--- src/rtl/blc_pkg.sv ---
// +--------------------------------------------------------------------------+
// | blc_pkg : shared types and constants for the black-level trimmed mean.   |
// | Rev 1.0                                                                  |
// +--------------------------------------------------------------------------+
`default_nettype none

package blc_pkg;

  typedef enum logic [1:0] {
    IDLE = 2'd0,
    ACC  = 2'd1,
    OUT  = 2'd2
  } state_t;

  localparam int NUM_ELEM   = 64;
  localparam int MEDIAN_IDX = 32;

  // Samples discarded at each end when 2^keep_log2 central samples are kept.
  function automatic int trim_of(input int keep_log2);
    return (NUM_ELEM - (1 << keep_log2)) / 2;
  endfunction

endpackage

`default_nettype wire

--- src/rtl/blc_trim_mean.sv ---
// +--------------------------------------------------------------------------+
// | blc_trim_mean : trimmed mean and upper median of a sorted 64-sample      |
// | vector. Define BLC_ROUND_EN for round-half-up, else truncation. Rev 1.0  |
// +--------------------------------------------------------------------------+
`default_nettype none

module blc_trim_mean
  import blc_pkg::*;
#(
  parameter int DATA_WIDTH = 8,
  parameter int KEEP_LOG2  = 5
) (
  input  logic                           clk,
  input  logic                           rst_n,
  input  logic [NUM_ELEM*DATA_WIDTH-1:0] idata,
  input  logic                           ivalid,
  output logic                           busy,
  output logic [DATA_WIDTH-1:0]          odata,
  output logic [DATA_WIDTH-1:0]          omedian,
  output logic                           ovalid
);

  localparam int KEEP  = 1 << KEEP_LOG2;
  localparam int TRIM  = trim_of(KEEP_LOG2);
  localparam int ACC_W = DATA_WIDTH + KEEP_LOG2;
  localparam int CNT_W = (KEEP_LOG2 == 0) ? 1 : KEEP_LOG2;
  localparam logic [CNT_W-1:0] CNT_LAST = CNT_W'(KEEP - 1);
  // Half an LSB of the result; KEEP>>1 is 0 when only one sample is kept.
  localparam logic [ACC_W-1:0] RND = ACC_W'(KEEP >> 1);

  state_t                state;
  state_t                state_nx;
  logic [DATA_WIDTH-1:0] buffer [NUM_ELEM];
  logic [ACC_W-1:0]      acc;
  logic [CNT_W-1:0]      cnt;
  logic [5:0]            sel_idx;
  logic [DATA_WIDTH-1:0] elem;
  logic [ACC_W-1:0]      sum;
  logic [DATA_WIDTH-1:0] result;

  // ---------------- FSM: state register ----------------
  always_ff @(posedge clk or negedge rst_n) begin
    if (!rst_n) state <= IDLE;
    else        state <= state_nx;
  end

  // ---------------- FSM: next state ----------------
  always_comb begin
    state_nx = state;
    case (state)
      IDLE:    if (ivalid) state_nx = ACC;
      ACC:     if (cnt == CNT_LAST) state_nx = OUT;
      OUT:     state_nx = IDLE;
      default: state_nx = IDLE;
    endcase
  end

  // ---------------- FSM: outputs ----------------
  always_comb begin
    busy = (state != IDLE);
  end

  // ---------------- datapath ----------------
  // TRIM+cnt never exceeds NUM_ELEM-1, so a 6-bit index is exact.
  assign sel_idx = 6'(TRIM) + 6'(cnt);
  assign elem    = buffer[sel_idx];

`ifdef BLC_ROUND_EN
  // Cannot overflow ACC_W bits: acc <= KEEP*(2^DW-1) and RND < KEEP.
  assign sum = acc + RND;
`else
  assign sum = acc;
`endif

  assign result = DATA_WIDTH'(sum >> KEEP_LOG2);

  always_ff @(posedge clk or negedge rst_n) begin
    if (!rst_n) begin
      for (int i = 0; i < NUM_ELEM; i++) buffer[i] <= '0;
      acc     <= '0;
      cnt     <= '0;
      odata   <= '0;
      omedian <= '0;
      ovalid  <= 1'b0;
    end else begin
      ovalid <= 1'b0;
      case (state)
        IDLE: begin
          if (ivalid) begin
            for (int i = 0; i < NUM_ELEM; i++)
              buffer[i] <= idata[i*DATA_WIDTH +: DATA_WIDTH];
            acc <= '0;
            cnt <= '0;
          end
        end
        ACC: begin
          acc <= acc + ACC_W'(elem);
          cnt <= cnt + 1'b1;
        end
        OUT: begin
          odata   <= result;
          omedian <= buffer[MEDIAN_IDX];
          ovalid  <= 1'b1;
        end
        default: ;
      endcase
    end
  end

endmodule

`default_nettype wire

--- config.mk ---
export PLATFORM = sky130hd
export DESIGN_NAME = blc_trim_mean
export DESIGN_NICKNAME = d
export VERILOG_FILES = /design/src/rtl/blc_pkg.sv /design/src/rtl/blc_trim_mean.sv
export SDC_FILE = /design/constraint.sdc
export NUM_CORES = 1
export LEC_CHECK = 0
export BUFFER_PORTS_ARGS = -buffer_cell sky130_fd_sc_hd__buf_2
export CAP_MARGIN = 40
export CORE_AREA = 2 2 204 206
export CTS_BUF_LIST = sky130_fd_sc_hd__clkbuf_8
export CTS_CLUSTER_DIAMETER = 200
export DETAILED_ROUTE_END_ITERATION = 7
export DIE_AREA = 0 0 206 208
export SYNTH_ARGS = -nofsm -noshare
export SYNTH_HDL_FRONTEND = slang
export SYNTH_SLANG_ARGS = --single-unit
--- constraint.sdc ---
create_clock -name clk -period 6.6 [get_ports clk]
set_clock_uncertainty 0.15 [all_clocks]
set_input_delay 0 -clock clk [delete_from_list [all_inputs] [get_ports clk]]
set_output_delay 0 -clock clk [all_outputs]
set_load 0.05 [all_outputs]
==> metrics, run 1 <==
sequential area share after synthesis=54.30%; Halt Stage=clock tree synthesis; EDFF count, synth=0; synth unique cells=46; clk buf depth=3; Avg Cell Area, Syn=9.166 um^2; synth top area cells=dfrtp_1, nand2_1, mux4_2; first error=[ERROR RSZ-0060] Max buffer count reached.; Final Wtd Congestion=0.7847; Mapped Area=roughly 14000 um^2; post-synth top area share=54.30%; clk sinks=slightly below 300; Synth warnings=0; die width=between 200 and 250 um; row cnt=74; Synth area leader=dfrtp_1; Placed Area=15370 um^2; postcts setup bufs=0; IO Pins=533; starting density of the core=33.29%; status=stopped before the end; die height=roughly 210 um; Post-DP HPWL=27160 um; worst slack, placed=1.933 ns; CTS resizes=0; FF+latch count, synth=293; H-tree levels=2; IO buf count=276; total CTS buffers=52; syn_nets=between 1.5k and 2k; synthesized netlist cell count=1473; dominant synthesized flop cell=dfrtp_1; hold_buf cts=about 460; async set-or-reset flop fraction in the synthesized netlist=100.0%; Root Driver=clkbuf_8
through the flow:
| stage | instances | hold WS, ns |
|---|---|---|
| 2_1_floorplan | 1473 | -0.4456 |
| 3_3_place_gp | 2196 | -0.1327 |
| 3_5_place_dp | 2203 | -0.1246 |
logic make-up after synthesis:
kind of cell / synth area share [%]
simple gates: 24.47
flops: 54.30
buf+inv: 3.707
compound gates: 5.644
mux: 10.54
fa+ha+maj: 1.075
xor+xnor: 0.2595
synth_stat cells (all sizes together) (2+ instances only):
cell type	number
clkbuf	47
a221oi	2
dfrtp	293
mux2	17
a22o	8
nand2b	5
nand3	16
nand4	2
a21o	3
a211oi	16
nand2	786
o211ai	3
xor2	3
a21oi	13
o21ai	14
and3	3
nor2	11
mux4	32
mux2i	51
nor3	2
and2	3
buf	54
a31oi	7
a22oi	23
o311ai	2
ha	10
a2111oi	7
o31ai	3
nor2b	17
inv	9
==> inputs of run 2 (changes only) <==
--- a/config.mk
+++ b/config.mk
@@ -7,11 +7,9 @@
 export LEC_CHECK = 0
 export BUFFER_PORTS_ARGS = -buffer_cell sky130_fd_sc_hd__buf_2
 export CAP_MARGIN = 40
-export CORE_AREA = 2 2 204 206
-export CTS_BUF_LIST = sky130_fd_sc_hd__clkbuf_8
-export CTS_CLUSTER_DIAMETER = 200
+export CORE_UTILIZATION = 30
 export DETAILED_ROUTE_END_ITERATION = 7
-export DIE_AREA = 0 0 206 208
+export PLACE_DENSITY_LB_ADDON = 0.15
 export SYNTH_ARGS = -nofsm -noshare
 export SYNTH_HDL_FRONTEND = slang
 export SYNTH_SLANG_ARGS = --single-unit
==> metrics, run 2 <==
# setup viols final=0; Final #Nets=2516; # diodes=0; Worst Tran Pin Value=1.079 ns; Iter 0 DRT Violations=640; post-synth top area share=54.30% (unchanged); CTS tree=done; commonest cells after routing, fill and taps aside=nand2_1, dfrtp_1, dlygate4sd3_1; vias=11.83k; EDFF count, synth=0 (unchanged); Fin. Hold Viols=0; max FFs per register=256; Peak Freq=roughly 220 MHz; Final Util=43.97%; dominant synthesized flop cell=dfrtp_1; synthesized netlist cell count=1473 (unchanged); synth unique cells=46 (unchanged); crit path capture type=flip-flop; clk buf depth=3 (unchanged); Finished Layout Cells=2608; IO buf count=276 (unchanged); WL/cell=approximately 17 um; area delta synth->final=44.31%; max_cap viols=0; worst skew pair latency=0.54 ns; total CTS buffers=37 (-29%); clk sinks=293 (unchanged); fin crit period=4.541 ns; Avg Cell Area, Syn=9.166 um^2 (unchanged); die width=214.1 um (+4.0%); Synth area leader=dfrtp_1; first-pass GRT wire length=70550 um; Detail Route Antenna Nets=0; P per Cell Area=448.2 nW/um^2; Synth warnings=0 (unchanged); Core ar.=roughly 44000 um^2; Fill cells=4306; sequential area share after synthesis=54.30% (unchanged); multi-input logic area=5687 um^2; vias in the first global route=~13k; hold crit path type=in -> reg; Die ar.=45860 um^2; RSZ-0062 raised after global routing=false; GRT Residual Overflow=0; worst hold slack=about 0.033 ns; status=complete, no violations; Post-DP HPWL=27190 um (about the same); starting density of the core=30.47% (-2.8 points); Mapped Area=13500 um^2 (unchanged); Worst slew margin=28.07%; CTS resizes=0 (unchanged); syn_nets=1999 (unchanged); arrival time at the worst endpoint=4.82 ns; startpoint types=flip-flop; dpl cells=2262 (+2.7%); Reg clk slew, reported paths=0.06 ns; Root Driver=clkbuf_16; crit path max fanout=21; synth cell count leaders=nand2_1, dfrtp_1, mux2i_1; # DRC=0; die height=214.1 um (+3.0%); final-report max-slew violation count=0; FF+latch count, synth=293 (unchanged); largest net degree at the start of global routing=207; IO Pins=533 (unchanged); FF+latch area=between 7000 and 8000 um^2; Routed Wire Length=44210 um; Placed Area=15420 um^2 (+0.36%); cell area after layout=19480 um^2; Final Wtd Congestion=0.8233 (+4.9%); vias per std cell=4.535; 1st-pass router iterations=7; dominant cell by count in the synthesized netlist=nand2_1; Largest Register=buffer; initial antenna violation count=2; CP Class=reg -> reg; H-tree levels=2 (unchanged); commonest non-fill, non-tap cell in the layout=nand2_1; layout cells sized above 1=20.54%; row cnt=77 (+4.1%); Tcrit/Tclk final=68.81%; Final TNS setup=0 ns; synth top area cells=dfrtp_1, nand2_1, mux4_2; Leakage Power=9.862 nW; Regs by FF count=buffer x256, acc x13; CP required=approximately 6.9 ns; total track usage=approximately a fifth; VDD IR max=approximately 0.21 mV; async set-or-reset flop fraction in the synthesized netlist=100.0% (unchanged)
==> run 2: logic make-up after synthesis <==
| kind of cell | synth area share [%] |
|---|---|
| simple gates | 24.47 |
| flops | 54.30 |
| buf+inv | 3.707 |
| compound gates | 5.644 |
| mux | 10.54 |
| fa+ha+maj | 1.075 |
| xor+xnor | 0.2595 |
==> run 2: timing repair <==
| action | 4_1_cts | 5_1_grt |
|---|---|---|
| hold buffers | 281 | 0 |
| hold endpoints to repair | 349 | 0 |
| setup buffers | 0 | 0 |
==> run 2: metrics by stage <==
step | power, W | worst slack (ns)
after global routing | 0.009458 | 1.712
after floorplan | 0.005535 | 3.270
after detailed placement | 0.006639 | 1.950
final | 0.008734 | 2.059
after global placement | 0.006550 | 1.742
after CTS | 0.008891 | 1.943
==> run 2: final timing paths <==
kind / to / cells past startpoint / slack [ns] / start
max: acc[11] / 13 / 2.06 / cnt[0]
min: buffer[232] / 4 / 0.03 / idata[272]
max reg2reg: acc[11] / 13 / 2.06 / cnt[0]
min reg2reg: buffer[216] / 2 / 0.31 / buffer[216]
max in group asynchronous: buffer[144] / 4 / 4.97 / rst_n
min in group asynchronous: omedian[2] / 4 / 0.47 / rst_n
==> run 2: worst max-delay path, cell delays in order (launching register included) <==
cell and delay (ns):
dfrtp_2 0.41, buf_4 0.35, buf_4 0.49, mux4_2 0.58, a22o_1 0.29, a221oi_2 0.29
and3_2 0.29, inv_2 0.04, ha_1 0.28, a211oi_1 0.30, nor3_1 0.12, o311ai_0 0.50
a21oi_1 0.16, mux2i_1 0.14
==> run 2: layer usage <==
layer / share of wire [%] / vias up / GRT usage (%) / routed length [um]
met5: 0 / - / 0 / 0
met4: 2.6 / 0 / 6.024 / 1159
met3: 3.9 / 68 / 3.645 / 1743
met2: 48 / 238 / 33.48 / 21440
met1: 45 / 5704 / 25.45 / 19870
li1: - / 5818 / - / -
==> run 2: cell type report <==
type                       count  area share [%]
clock buffer                  60           6.030
clock inverter                 5          0.3018
inverter                       9          0.1734
multi-input combinational   1070           29.19
sequential                   293           37.66
tap                          592           3.801
timing repair buffer         579           22.85
==> run 2: power by group <==
part / switching [W] / internal [W] / leakage [nW]
sequential: 0.000476 / 0.00268 / 3.64
clock: 0.000796 / 0.00125 / 0.600
combinational: 0.00201 / 0.00152 / 5.62
Note: power is estimated with default switching activity, not from simulation.
==> inputs of run 3 (changes only) <==
==> constraint.sdc (replaced) <==
create_clock -name clk -period 4.3 [get_ports clk]
set_clock_uncertainty 0.15 [all_clocks]
set_input_delay 0 -clock clk [delete_from_list [all_inputs] [get_ports clk]]
set_output_delay 0 -clock clk [all_outputs]
set_load 0.05 [all_outputs]
==> metrics, run 3 (synthesis results as in run 2) <==
Iter 0 DRT Violations=641 (+0.16%); P per Cell Area=689.8 nW/um^2 (+54%); Peak Freq=249.4 MHz (+13%); largest net degree at the start of global routing=110 (-47%); failing checks=negative hold slack; # DRC=0 (unchanged); postcts setup bufs=0 (unchanged); area delta synth->final=44.74%; P_int=0.008428 W (+55%); die height=214.1 um (unchanged); commonest non-fill, non-tap cell in the layout=nand2_1; Seq pwr share=36.2% (about the same); CP required=4.58 ns (-2.30 ns); final worst slack=0.2904 ns (-1.768 ns); vias in the first global route=12.46k (-0.99%); Worst Tran Pin Value=0.8828 ns (-0.1961 ns); 1st-pass router iterations=5 (-2); Largest Register=buffer; hold crit path type=in -> async; CP Class=reg -> reg; Crit path top cell by count=buf_4; Worst path depth=14 (+1); Buf/Inv on CP=3 (unchanged); worst slack, placed=0.1360 ns (-1.814 ns); VDD IR max=0.2794 mV (+33%); IO buf count=276 (unchanged); r2r worst-path depth=14 (+1); IO Pins=533 (unchanged); max_cap viols=0 (unchanged); RSZ-0062 raised after global routing=false; first-pass GRT wire length=69450 um (-1.6%); status=complete, but fails checks; Detail Route Antenna Nets=0 (unchanged); final-report max-slew violation count=0 (unchanged); row cnt=77 (unchanged); # setup viols final=0 (unchanged); total CTS buffers=37 (unchanged); combinational power share=41.2% (+0.8 points); WL/cell=16.73 um (-1.3%); Post-DP HPWL=28260 um (+3.9%); worst setup path endpoint=acc[6]; layout cells sized above 1=21.35% (+0.81 points); starting density of the core=30.47% (unchanged); launch point of the worst reg-to-reg path=cnt[1]; commonest cells after routing, fill and taps aside=nand2_1, dfrtp_1, dlygate4sd3_1; worst skew pair latency=0.54 ns (about the same); Cell Chain, Critical Path=buf_4 -> mux2i_1 -> a2111oi_2 -> buf_4 -> a31oi_1 -> nand3_1 -> ha_1 -> inv_1 -> fa_1 -> nand2b_1 -> a211oi_1 -> o21ai_0 -> a21o_1 -> a32o_1; Worst R2R End=acc[6]; crit path from=cnt[1]; H-tree levels=2 (unchanged); Routed Wire Length=43940 um (-0.61%); max incr delay on CP=0.59 ns (about the same); total net switching power=0.005052 W (+54%); CTS tree=done; Worst slew margin=41.15% (+13 points); GRT Residual Overflow=0 (unchanged); Tcrit/Tclk final=93.25% (+24 points); FF-to-FF setup slack=0.29 ns (-1.77 ns); initial antenna violation count=2 (unchanged); fin crit period=4.010 ns (-0.5316 ns); Root Driver=clkbuf_16; Clock power frac=22.7% (-0.8 points); cell area after layout=19540 um^2 (+0.30%); crit path capture type=flip-flop; clk sinks=293 (unchanged); clk buf depth=3 (unchanged); arrival time at the worst endpoint=4.29 ns (-0.53 ns); Die ar.=45860 um^2 (unchanged); Sw Share=37.47% (-0.14 points); critical path's top delay family=compound AO/OA/AOI/OAI gates; total track usage=19.41% (-0.31 points); max FFs per register=256 (unchanged); Slowest cell on crit path=dfrtp_4; vias per std cell=4.494 (-0.90%); Final #Nets=2532 (+0.64%); Core ar.=44320 um^2 (unchanged); startpoint types=flip-flop; Final Wtd Congestion=0.8204 (-0.35%); Placed Area=15580 um^2 (+1.0%); Reg clk slew, reported paths=0.06 ns (about the same); Regs by FF count=buffer x256, acc x13; worst hold slack=-0.03041 ns (-0.06321 ns); vias=11.80k (-0.22%); die width=214.1 um (unchanged); Fin. Hold Viols=11 (+11); crit path max fanout=13 (-38%); Leakage Power=9.919 nW (+0.58%)
run 3: cell types whose count changed in the layout (fill, tap and decap cells not counted), moves of 3 or more:
cell	previous run	this run
clkbuf_8	12	7
clkbuf_1	9	12
buf_4	14	34
dlygate4sd3_1	280	276
buf_12	3	6
buf_16	3	0
clkinv_2	1	5
run 3: timing repair:
action / CTS / global route
hold buffers: 276 / 0
resized for setup: 0 / 3
setup endpoints to repair: 0 / 4
hold endpoints to repair: 363 / 0
run 3: how the worst min path moves through the flow:
stage	end	startpoint	cells after the start	slack [ns]
finish	omedian[0]	rst_n	2	-0.03
CTS	omedian[0]	rst_n	2	0.0002
detailed placement	omedian[0]	rst_n	1	0.005
floorplan	acc[0]	rst_n	0	-0.45
global route	buffer[249]	idata[257]	4	0.02
global placement	omedian[0]	rst_n	1	-0.003
run 3: per-stage QoR:
step           cells   TNS, ns  hold WS, ns  total power, W  util, %
4_1_cts         2625         0    0.0001573         0.01371    44.06
5_1_grt         2626         0      0.02034         0.01455    44.10
6_report        2626         0     -0.03041         0.01348    44.10
2_1_floorplan   1473         0      -0.4456        0.008495        -
3_3_place_gp    2278  -0.04269    -0.002855         0.01023    35.06
3_5_place_dp    2283         0     0.004727         0.01036    35.15
run 3: power by group through the flow:
stage	clock network, W	registers (W)	logic [W]
after global placement	0	0.00488	0.00536
after CTS	0.00317	0.00489	0.00565
after floorplan	0	0.00471	0.00379
after detailed placement	0	0.00493	0.00543
after global routing	0.00327	0.00506	0.00622
final	0.00305	0.00488	0.00555
run 3: per-layer routing:
| layer | vias up | global-route usage (%) | share of wire (%) |
|---|---|---|---|
| met5 | - | 0 | 0 |
| met4 | 0 | 6.595 | 3.0 |
| met3 | 77 | 3.418 | 3.7 |
| met2 | 241 | 32.82 | 49 |
| met1 | 5633 | 25.00 | 44 |
| li1 | 5851 | - | - |
run 3: cell type report:
type | count | area, um^2
Antenna cell | 1 | 2.502
Clock buffer | 58 | 1117
Clock inverter | 8 | 71.32
Fill cell | 4317 | 24780
Inverter | 9 | 33.78
Multi-Input combinational cell | 1070 | 5699
Sequential cell | 293 | 7337
Tap cell | 592 | 740.7
Timing Repair Buffer | 595 | 4541
==> inputs of run 4 (changes only) <==
--- a/config.mk
+++ b/config.mk
@@ -7,8 +7,9 @@
 export LEC_CHECK = 0
 export BUFFER_PORTS_ARGS = -buffer_cell sky130_fd_sc_hd__buf_2
 export CAP_MARGIN = 40
-export CORE_UTILIZATION = 30
+export CORE_AREA = 2 2 206 208
 export DETAILED_ROUTE_END_ITERATION = 7
+export DIE_AREA = 0 0 208 210
 export PLACE_DENSITY_LB_ADDON = 0.15
 export SYNTH_ARGS = -nofsm -noshare
 export SYNTH_HDL_FRONTEND = slang
==> metrics, run 4 (synthesis results as in run 2) <==
status=complete, no violations; met3 global-route usage=3.010% (-0.41 points); VDD IR max=0.2797 mV (+0.12%); clk buf depth=3 (unchanged); die width=208 um (-2.9%); crit path capture type=flip-flop; gr busiest metal=met2; Placed Area=15450 um^2 (-0.83%); commonest cells after routing, fill and taps aside=nand2_1, dfrtp_1, buf_2; Worst path depth=14 (unchanged); # setup viols final=0 (unchanged); max incr delay on CP=0.60 ns (about the same); CP required=4.53 ns (-0.05 ns); max_cap viols=0 (unchanged); P per Cell Area=689.9 nW/um^2 (about the same); cell depth of the worst min-delay path=6; Tcrit/Tclk final=94.52% (+1.3 points); Worst Tran Pin Value=1.016 ns (+0.1329 ns); vias per std cell=4.584 (+2.0%); area delta synth->final=42.26%; Buf/Inv on CP=2 (-1); Final Util=46.31% (+2.2 points); clk sinks=293 (unchanged); Detail Route Antenna Nets=0 (unchanged); Root Driver=clkbuf_16; largest net degree at the start of global routing=187 (+70%); startpoint types=flip-flop; r2r worst-path depth=14 (unchanged); RSZ-0062 raised after global routing=false; fin crit period=4.065 ns (+0.05495 ns); CP Class=reg -> reg; Slowest cell on crit path=dfrtp_4; row cnt=75 (-2.6%); crit path max fanout=13 (unchanged); Cell Chain, Critical Path=mux2i_1 -> a22o_1 -> a2111oi_1 -> buf_4 -> a31oi_1 -> nand3_1 -> ha_1 -> inv_1 -> fa_1 -> nand2b_1 -> a21oi_1 -> a221oi_2 -> o311ai_0 -> o41ai_1; Worst slew margin=32.29% (-8.9 points); Final #Nets=2507 (-0.99%); die height=210 um (-1.9%); GRT Residual Overflow=0 (unchanged); commonest non-fill, non-tap cell in the layout=nand2_1; layout cells sized above 1=21.17% (-0.18 points); hold crit path type=in -> reg; Largest Register=buffer; starting density of the core=32.55% (+2.1 points); vias in the first global route=12.39k (-0.58%); Post-DP HPWL=28510 um (+0.90%); vias=11.67k (-1.1%); 1st-pass router iterations=5 (unchanged); total track usage=20.06% (+0.65 points); Iter 0 DRT Violations=621 (-3.1%); first-pass GRT wire length=68640 um (-1.2%); CTS tree=done; met1 Use GR=26.86% (+1.9 points); cell area after layout=19210 um^2 (-1.7%); IO buf count=276 (unchanged); Final TNS setup=0 ns (unchanged); GR Util met2=33.43% (+0.60 points); Regs by FF count=buffer x256, acc x13; Fill cells=4014 (-7.0%); Peak Freq=246.0 MHz (-1.4%); critical path's top delay family=compound AO/OA/AOI/OAI gates; max FFs per register=256 (unchanged); # DRC=0 (unchanged); final-report max-slew violation count=0 (unchanged); Core ar.=41480 um^2 (-6.4%); arrival time at the worst endpoint=4.29 ns (about the same); Final Wtd Congestion=0.7873 (-4.0%); Leakage Power=9.798 nW (-1.2%); Reg clk slew, reported paths=0.05 ns (about the same); H-tree levels=2 (unchanged); WL/cell=17.09 um (+2.1%); initial antenna violation count=3 (+1); IO Pins=533 (unchanged); total CTS buffers=36 (-2.7%); Routed Wire Length=43500 um (-1.0%); worst skew pair latency=0.53 ns (about the same); Die ar.=43680 um^2 (-4.7%); Fin. Hold Viols=0 (-11)
run 4: worst min-delay path: cells and delay by family:
kind                   cells  cell delay [ns]
buffers and inverters      3             0.38
AND/OR/NAND/NOR            3             0.24
run 4: path summary, 6_finish.rpt:
| path | slack (ns) | from | endpoint |
|---|---|---|---|
| worst max-delay path | 0.24 | cnt[1] | acc[10] |
| worst min-delay path | 0.01 | ivalid | buffer[207] |
| worst max register to register | 0.24 | cnt[1] | acc[10] |
| worst min register to register | 0.32 | buffer[216] | buffer[216] |
| max in group asynchronous | 2.95 | rst_n | buffer[271] |
| min in group asynchronous | 0.53 | rst_n | ovalid |
run 4: routing by layer:
layer	vias to the layer above	part of all wire, %
li1	5785	-
met1	5570	45
met2	246	48
met3	66	4.1
met4	0	2.6
met5	-	0
run 4: per-stage QoR:
step                hold WS (ns)  std cells  setup WS, ns  total power, W
global route             0.02661       2545       0.01531         0.01431
floorplan                -0.4456       1473        0.9696        0.008495
detailed placement      -0.08406       2222        0.1242         0.01022
CTS                    0.0001513       2541       0.09905         0.01344
finish                   0.01406       2545        0.2354         0.01325
global placement        -0.09285       2220       0.01625         0.01012
run 4: area by class of cell:
class / instances / area, um^2 / area share (%)
diodes: 3 / 7.507 / 0.03909
clock buffers: 53 / 1066 / 5.550
clock inverters: 7 / 62.56 / 0.3257
inverters: 9 / 33.78 / 0.1759
multi-input cells: 1070 / 5684 / 29.59
flip-flops and latches: 293 / 7337 / 38.20
well taps: 539 / 674.4 / 3.511
repair buffers: 571 / 4342 / 22.60
run 4: repair_timing:
action / CTS / global route
hold endpoints to repair: 411 / 0
setup endpoints to repair: 0 / 4
hold buffers: 259 / 0
gates resized for setup: 0 / 2
buffers inserted: 0 / 1
run 4: power breakdown:
part           switching (W)  internal (W)  leakage, nW  total [W]
sequential          0.000776       0.00411         3.64    0.00489
combinational        0.00304       0.00239         5.60    0.00543
clock                0.00117       0.00177        0.557    0.00293
